File: src/rtl/mux4_rr_arbiter_pkg.sv
// Shared types and constants for the four-way round-robin mux arbiter.
// Also holds the round-robin pick helper used by the arbiter FSM.
package mux4_rr_arbiter_pkg;

    localparam int NREQ = 4;

    typedef enum logic {
        IDLE  = 1'b0,
        GRANT = 1'b1
    } state_t;

    // Scan last+1, last+2, last+3, last (mod 4). The first requester found wins.
    // The loop runs backwards, so the nearest set index is written last and takes effect.
    function automatic logic [1:0] rr_pick(input logic [NREQ-1:0] req, input logic [1:0] last);
        logic [1:0] idx;
        rr_pick = last;
        for (int unsigned k = NREQ; k >= 1; k--) begin
            idx = last + 2'(k);
            if (req[idx]) rr_pick = idx;
        end
    endfunction

endpackage

File: src/rtl/mux4_rr_arbiter_mux4in.sv
// Shared 4:1 single-bit data mux that the arbiter drives.
module mux4in
    import mux4_rr_arbiter_pkg::*;
(
    input  logic [NREQ-1:0] in,
    input  logic [1:0]      sel,
    output logic            out
);

    assign out = in[sel];

endmodule

File: src/rtl/mux4_rr_arbiter.sv
// Round-robin owner of a shared 4:1 mux.
// Grants are registered and one-hot, and each tenure lasts at most HOLD_CYCLES cycles.
module mux4_rr_arbiter
    import mux4_rr_arbiter_pkg::*;
#(
    parameter int HOLD_CYCLES = 4,
    parameter int CNT_W       = 4
) (
    input  logic            clk,
    input  logic            rst,
    input  logic [NREQ-1:0] req,
    input  logic [NREQ-1:0] in,
    output logic [NREQ-1:0] gnt,
    output logic [1:0]      sel,
    output logic            busy,
    output logic            out
);

    state_t           state_q, state_d;
    logic [1:0]       sel_q, sel_d;
    logic [NREQ-1:0]  gnt_q, gnt_d;
    logic [CNT_W-1:0] count_q, count_d;
    logic [1:0]       last_q, last_d;
    logic [1:0]       ptr;
    logic [1:0]       pick;
    logic             release_now;
    logic             mux_raw;

    always_ff @(posedge clk or posedge rst) begin
        if (rst) begin
            state_q <= IDLE;
            sel_q   <= '0;
            gnt_q   <= '0;
            count_q <= '0;
            last_q  <= 2'd3;
        end else begin
            state_q <= state_d;
            sel_q   <= sel_d;
            gnt_q   <= gnt_d;
            count_q <= count_d;
            last_q  <= last_d;
        end
    end

    // While a grant is active, the current owner is the pointer, so it is scanned last on release.
    assign ptr  = (state_q == GRANT) ? sel_q : last_q;
    assign pick = rr_pick(req, ptr);

    always_comb begin
        state_d     = state_q;
        sel_d       = sel_q;
        gnt_d       = gnt_q;
        count_d     = count_q;
        last_d      = last_q;
        release_now = 1'b0;
        case (state_q)
            IDLE: begin
                if (|req) begin
                    state_d = GRANT;
                    sel_d   = pick;
                    gnt_d   = NREQ'(1) << pick;
                    count_d = '0;
                end
            end
            GRANT: begin
                release_now = !req[sel_q] || (count_q == CNT_W'(HOLD_CYCLES - 1));
                if (release_now) begin
                    last_d = sel_q;
                    if (|req) begin
                        sel_d   = pick;
                        gnt_d   = NREQ'(1) << pick;
                        count_d = '0;
                    end else begin
                        state_d = IDLE;
                        gnt_d   = '0;
                        count_d = '0;
                    end
                end else begin
                    count_d = count_q + CNT_W'(1);
                end
            end
            default: begin
                state_d = IDLE;
                gnt_d   = '0;
            end
        endcase
    end

    mux4in u_mux (
        .in  (in),
        .sel (sel_q),
        .out (mux_raw)
    );

    assign gnt  = gnt_q;
    assign sel  = sel_q;
    assign busy = (state_q == GRANT);
    assign out  = mux_raw & busy;

endmodule
File: config.mk
export PLATFORM = sky130hd
export DESIGN_NAME = mux4_rr_arbiter
export DESIGN_NICKNAME = d
export VERILOG_FILES = /design/src/rtl/mux4_rr_arbiter_pkg.sv /design/src/rtl/mux4_rr_arbiter_mux4in.sv /design/src/rtl/mux4_rr_arbiter.sv
export SDC_FILE = /design/constraint.sdc
export NUM_CORES = 1
export LEC_CHECK = 0
export BUFFER_PORTS_ARGS = -buffer_cell sky130_fd_sc_hd__buf_2
export CORE_AREA = 2 2 40 42
export DETAILED_ROUTE_END_ITERATION = 7
export DIE_AREA = 0 0 42 44
export MAX_ROUTING_LAYER = met4
export PLACE_DENSITY = 0.82
export SKIP_LAST_GASP = 1
export SLEW_MARGIN = 5
export SYNTH_ARGS = -nofsm -noshare
export SYNTH_HDL_FRONTEND = slang
export SYNTH_SLANG_ARGS = --single-unit
export TNS_END_PERCENT = 30
File: constraint.sdc
create_clock -name clk -period 4.3 [get_ports clk]
set_clock_uncertainty 0.1 [all_clocks]
set_input_delay 0.86 -clock clk [delete_from_list [all_inputs] [get_ports clk]]
set_output_delay 0.86 -clock clk [all_outputs]
set_load 0.05 [all_outputs]
Word-level counts from Yosys, hierarchy flattened. Index checks and enable logic that the tools add are counted.

Register bits after elaboration: 13. Bits of input ports: 10. Word-level logic and storage cells: 51.

Add/subtract/negate cells: 4. Order comparisons: 4. Equality and inequality tests: 3. Shift operators: 1. Multiplexer cells: 27. Bitwise gates (word level): 2. Reduce and logical (&&, ||, !) cells: 5.

Operator list (count): $mux W4 (5); $pmux W4 S2 (2); $lt A2 B3 Y1 const B (4); $mux W2 (6); $bmux W1 S2 (5); $mux W1 (7); $add A2 B2 Y2 const B (2); $add A4 B1 Y4 const B (1); $eq A4 B2 Y1 const B (1); $pmux W2 S2 (1); $reduce_and A2 Y1 (2); $reduce_or A4 Y1 (1); $shl A1 B2 Y4 const A (1); $add A2 B1 Y2 const B (1); $ne A2 B1 Y1 const B (1); $ne A2 B2 Y1 const B (1); $pmux W1 S2 (1); $and A1 B1 Y1 (1); $logic_not A1 Y1 (1); $logic_or A1 B1 Y1 (1); $not A1 Y1 (1).

Logic depth before layout (Yosys ltp).
Depth after elaboration: 11. Depth in mapped cells: 6. Gate-level depth less buffers: 6.

By module. A second synthesis with hierarchy kept.

Cells, all modules: 67. Area, all modules: 742.0 µm².

Modules (own cells, without submodules): mux4_rr_arbiter (instances 1, cells an instance 66, area each 719.4 µm², sequential area each 327.8 µm²); mux4in (instances 1, cells an instance 1, area each 22.5 µm², sequential area each 0.0 µm²).

Worst setup path after synthesis. Ideal clock, no wire load.

Kind: input port to output port. Start point: input in[3]. End point: output out. Arrival time: 1.622 ns. Slack: 1.718 ns. Stages on the path: 2. Buffers on the path: 0. Path through: mux4_2 -> and2_1.

Longest elaborated chain between the ends: 3.

Ends and longest elaborated chain: start: declaration (line mux4_rr_arbiter.sv:12) `input logic [NREQ-1:0] in,`; $bmux W1 S2 (line mux4_rr_arbiter_mux4in.sv:10) `assign out = in[sel];`; $mux W1 (not written as such) (line mux4_rr_arbiter_mux4in.sv:10); $and A1 B1 Y1 (line mux4_rr_arbiter.sv:98) `assign out = mux_raw & busy;`; end: declaration (line mux4_rr_arbiter.sv:16) `output logic out`.

No other way between the ends. The select of a mux whose other input is x is not followed.

Worst setup path after layout. Ends and elaborated chain as after synthesis.

==> results by group <==
Outcome
  – Status: complete, no violations

Worst hold path
  – HP Class: register to register

Power and ir drop
  – Clk pwr share: 0.118
  – Pwr/cell area: approximately 770 mW/mm²
  – Maximum VDD drop: 0.433 mV
  – Sequential share of power: 0.336
  – Switching share of power: 0.465
  – Switching power: 0.000297 W
  – Leakage: 0.391 nW
  – Logic pwr share: 0.546
  – Internal power: around 0.00034 W

Finish
  – Most common cell after layout, fill and taps aside: buf_2
  – Share of layout cells above drive strength 1: 0.360
  – Area Overhead vs Synth: 17.4%
  – Nets: 98
  – Commonest cells after routing, fill and taps aside: 17 x buf_2, 11 x dfrtp_1, 8 x o21ai_0
  – # diodes: 0
  – Final Instance Area: 835 µm²

Placed design
  – Routability Congestion: 0.912
  – Final HPWL DP: 1.15 mm
  – Placed Area: 808 µm²
  – Buffers on Ports: 17

Timing
  – Post-route minimum period: between 2 and 3 ns
  – Slew headroom: 0.667
  – RSZ-0062 raised after global routing: false
  – Tcrit/Tclk final: 0.636
  – Worst Max-Slew Pin Slew: 0.498 ns
  – Fin Hold WS: 0.390 ns
  – Setup violators final: 0
  – Final Hold Fails: 0
  – Slew Limit Fails: 0
  – TNS Setup: 0 ns
  – Fmax: approximately 370 MHz

Synth
  – Synth Area in Simple Gates: 0.148
  – Mean post-synth cell area: approximately 11 µm²
  – Proportion of netlist area held by the largest area contributor: 0.387
  – Sequential share of the synthesized area: 0.461
  – Largest family of logic cells by synthesized area: compound AO/OA/AOI/OAI gates
  – Post-Syn Instances: 66
  – Adder-cell area share of the yosys netlist: 0.0176
  – Mapped cell area: 711 µm²
  – Complex-gate fraction of the synthesized area: 0.174
  – Synthesis Warnings: 0
  – Synthesized Nets: 77
  – Count of cell types in the netlist: 29
  – Synthesized flop and latch total: 13
  – Synth area leaders: dfrtp_1 39%, dfstp_2 7.4%, mux4_2 6.3%, o21ai_0 5.6%, mux2_2 4.8%
  – XOR/XNOR Fraction of Synth Area: 0.0123
  – Synth area leader: dfrtp_1
  – Mux cell area share after synthesis: 0.160

Flow run
  – Max-cap viol count: 0

CTS
  – Worst-skew pair later-pin latency: around 0.27 ns
  – Hold_buf cts: 0
  – CTS root buf: clkbuf_4
  – Max Root-Sink Buffers: 2
  – CTS resizes: 0
  – CTS HTree Levels: 1
  – Setup Fix Bufs, Post-CTS: 0
  – Clock transition at path regs: around 0.080 ns
  – Clock sinks: 13
  – CTS tree: built
  – Num CTS Buffers: 3

Die
  – Rows: 14
  – Core area: 0.00142 mm²
  – Die Wd: around 42 µm
  – DIE HEIGHT: ~44 µm
  – Initial Utilization: 0.501
  – # IOs: 18
  – Die area: 0.00185 mm²

Global routing
  – First-pass GRT wire length: 2.48 mm
  – Number of global-route vias before repair: around 560
  – Total GRT Usage: 0.192
  – Initial antenna violation count: 0
  – Gr ovfl total: 0
  – Pin count of the biggest net entering global routing: 14

Drt
  – Antenna-violating nets left: 0
  – Via count: 565
  – Routed vias/inst: roughly 5.5
  – # DRC: 0
  – Final wirelength: ~1.5 mm
  – Drt wl/cell: around 15 µm
  – Initial DRC Count: 15
  – DRT Pass-1 Iters: 4

Critical path
  – WP data arrival: ~1.8 ns
  – Setup crit end kind: output port
  – Crit-path max FO: 1
  – CP required: between 3 and 4 ns
  – Setup CP Type: input port to output port
  – Nature of the critical path startpoint: input port
metrics by stage:
stage                util  total power, W  setup slack (ns)  cells
finish              0.588        0.000639              1.56    102
global route        0.588        0.000680              1.52    102
CTS                 0.588        0.000642              1.55    102
detailed placement  0.570        0.000564              1.55     98
global placement    0.570        0.000551              1.59     98
floorplan               -        0.000488              1.72     66
routing by layer:
metal  vias up  global-route usage  share of wire
li1        278                   -              -
met1       270               0.202           0.41
met2        15               0.350           0.54
met3         2              0.0417          0.040
met4         0              0.0774         0.0086
met5         -                   -              0
cells by family after synthesis:
group | Yosys count
multiplexers | 8
adder cells (fa/ha/maj) | 1
AND/OR/NAND/NOR | 21
buffers and inverters | 4
flip-flops | 13
XOR/XNOR | 1
AO/OA/AOI/OAI | 18
synthesized netlist by cell type:
library cell  instances
nand2b_1              1
mux2_2                3
and2_1                2
o22ai_1               1
o21ai_0               8
nand2_1               7
mux4_2                2
nand3_1               2
buf_4                 1
ha_1                  1
a21boi_0              1
and3_4                1
inv_1                 3
a22o_1                2
o21ai_1               1
a21oi_4               1
dfrtp_1              11
xor2_1                1
a32o_1                1
mux2i_1               1
nor2_1                6
mux2i_2               1
and2b_1               1
a22oi_1               1
a21oi_1               1
or3b_2                1
mux2_1                1
o22a_1                1
dfstp_2               2
sequential cells by signal (all words and copies together) (netlist names):
name,count
gnt,4
last_q,2
count_q,4
busy,1
sel,2
path summary, 6_finish.rpt:
| check | start | endpoint | slack, ns | cells past startpoint |
|---|---|---|---|---|
| max in group asynchronous | rst | last_q[0] | 3.25 | 2 |
| hold / removal | gnt[0] | gnt[0] | 0.39 | 2 |
| hold reg to reg | gnt[0] | gnt[0] | 0.39 | 2 |
| setup reg to reg | busy | sel[0] | 2.20 | 5 |
| setup / recovery | in[3] | out | 1.56 | 4 |
| min in group asynchronous | rst | gnt[3] | 0.50 | 2 |
critical path: stages:
cell and delay (ns):
buf_2 0.10, mux4_2 0.45, and2_1 0.16, buf_2 0.20
final cells by class:
cell class | instances | area (µm²)
inverter | 3 | 11.3
timing repair buffer | 17 | 85.1
multi-input combinational | 49 | 364
sequential | 13 | 328
clock buffer | 4 | 26.3
tap | 16 | 20.0
fill | 120 | 584
power by group through the flow:
stage	Combinational [W]	Clock (W)	Sequential [W]
2_1_floorplan	0.000200	0	0.000288
3_3_place_gp	0.000338	0	0.000213
3_5_place_dp	0.000347	0	0.000217
4_1_cts	0.000350	0.0000777	0.000215
5_1_grt	0.000376	0.0000836	0.000221
6_report	0.000349	0.0000753	0.000215
Power figures use the tool's default switching activity.
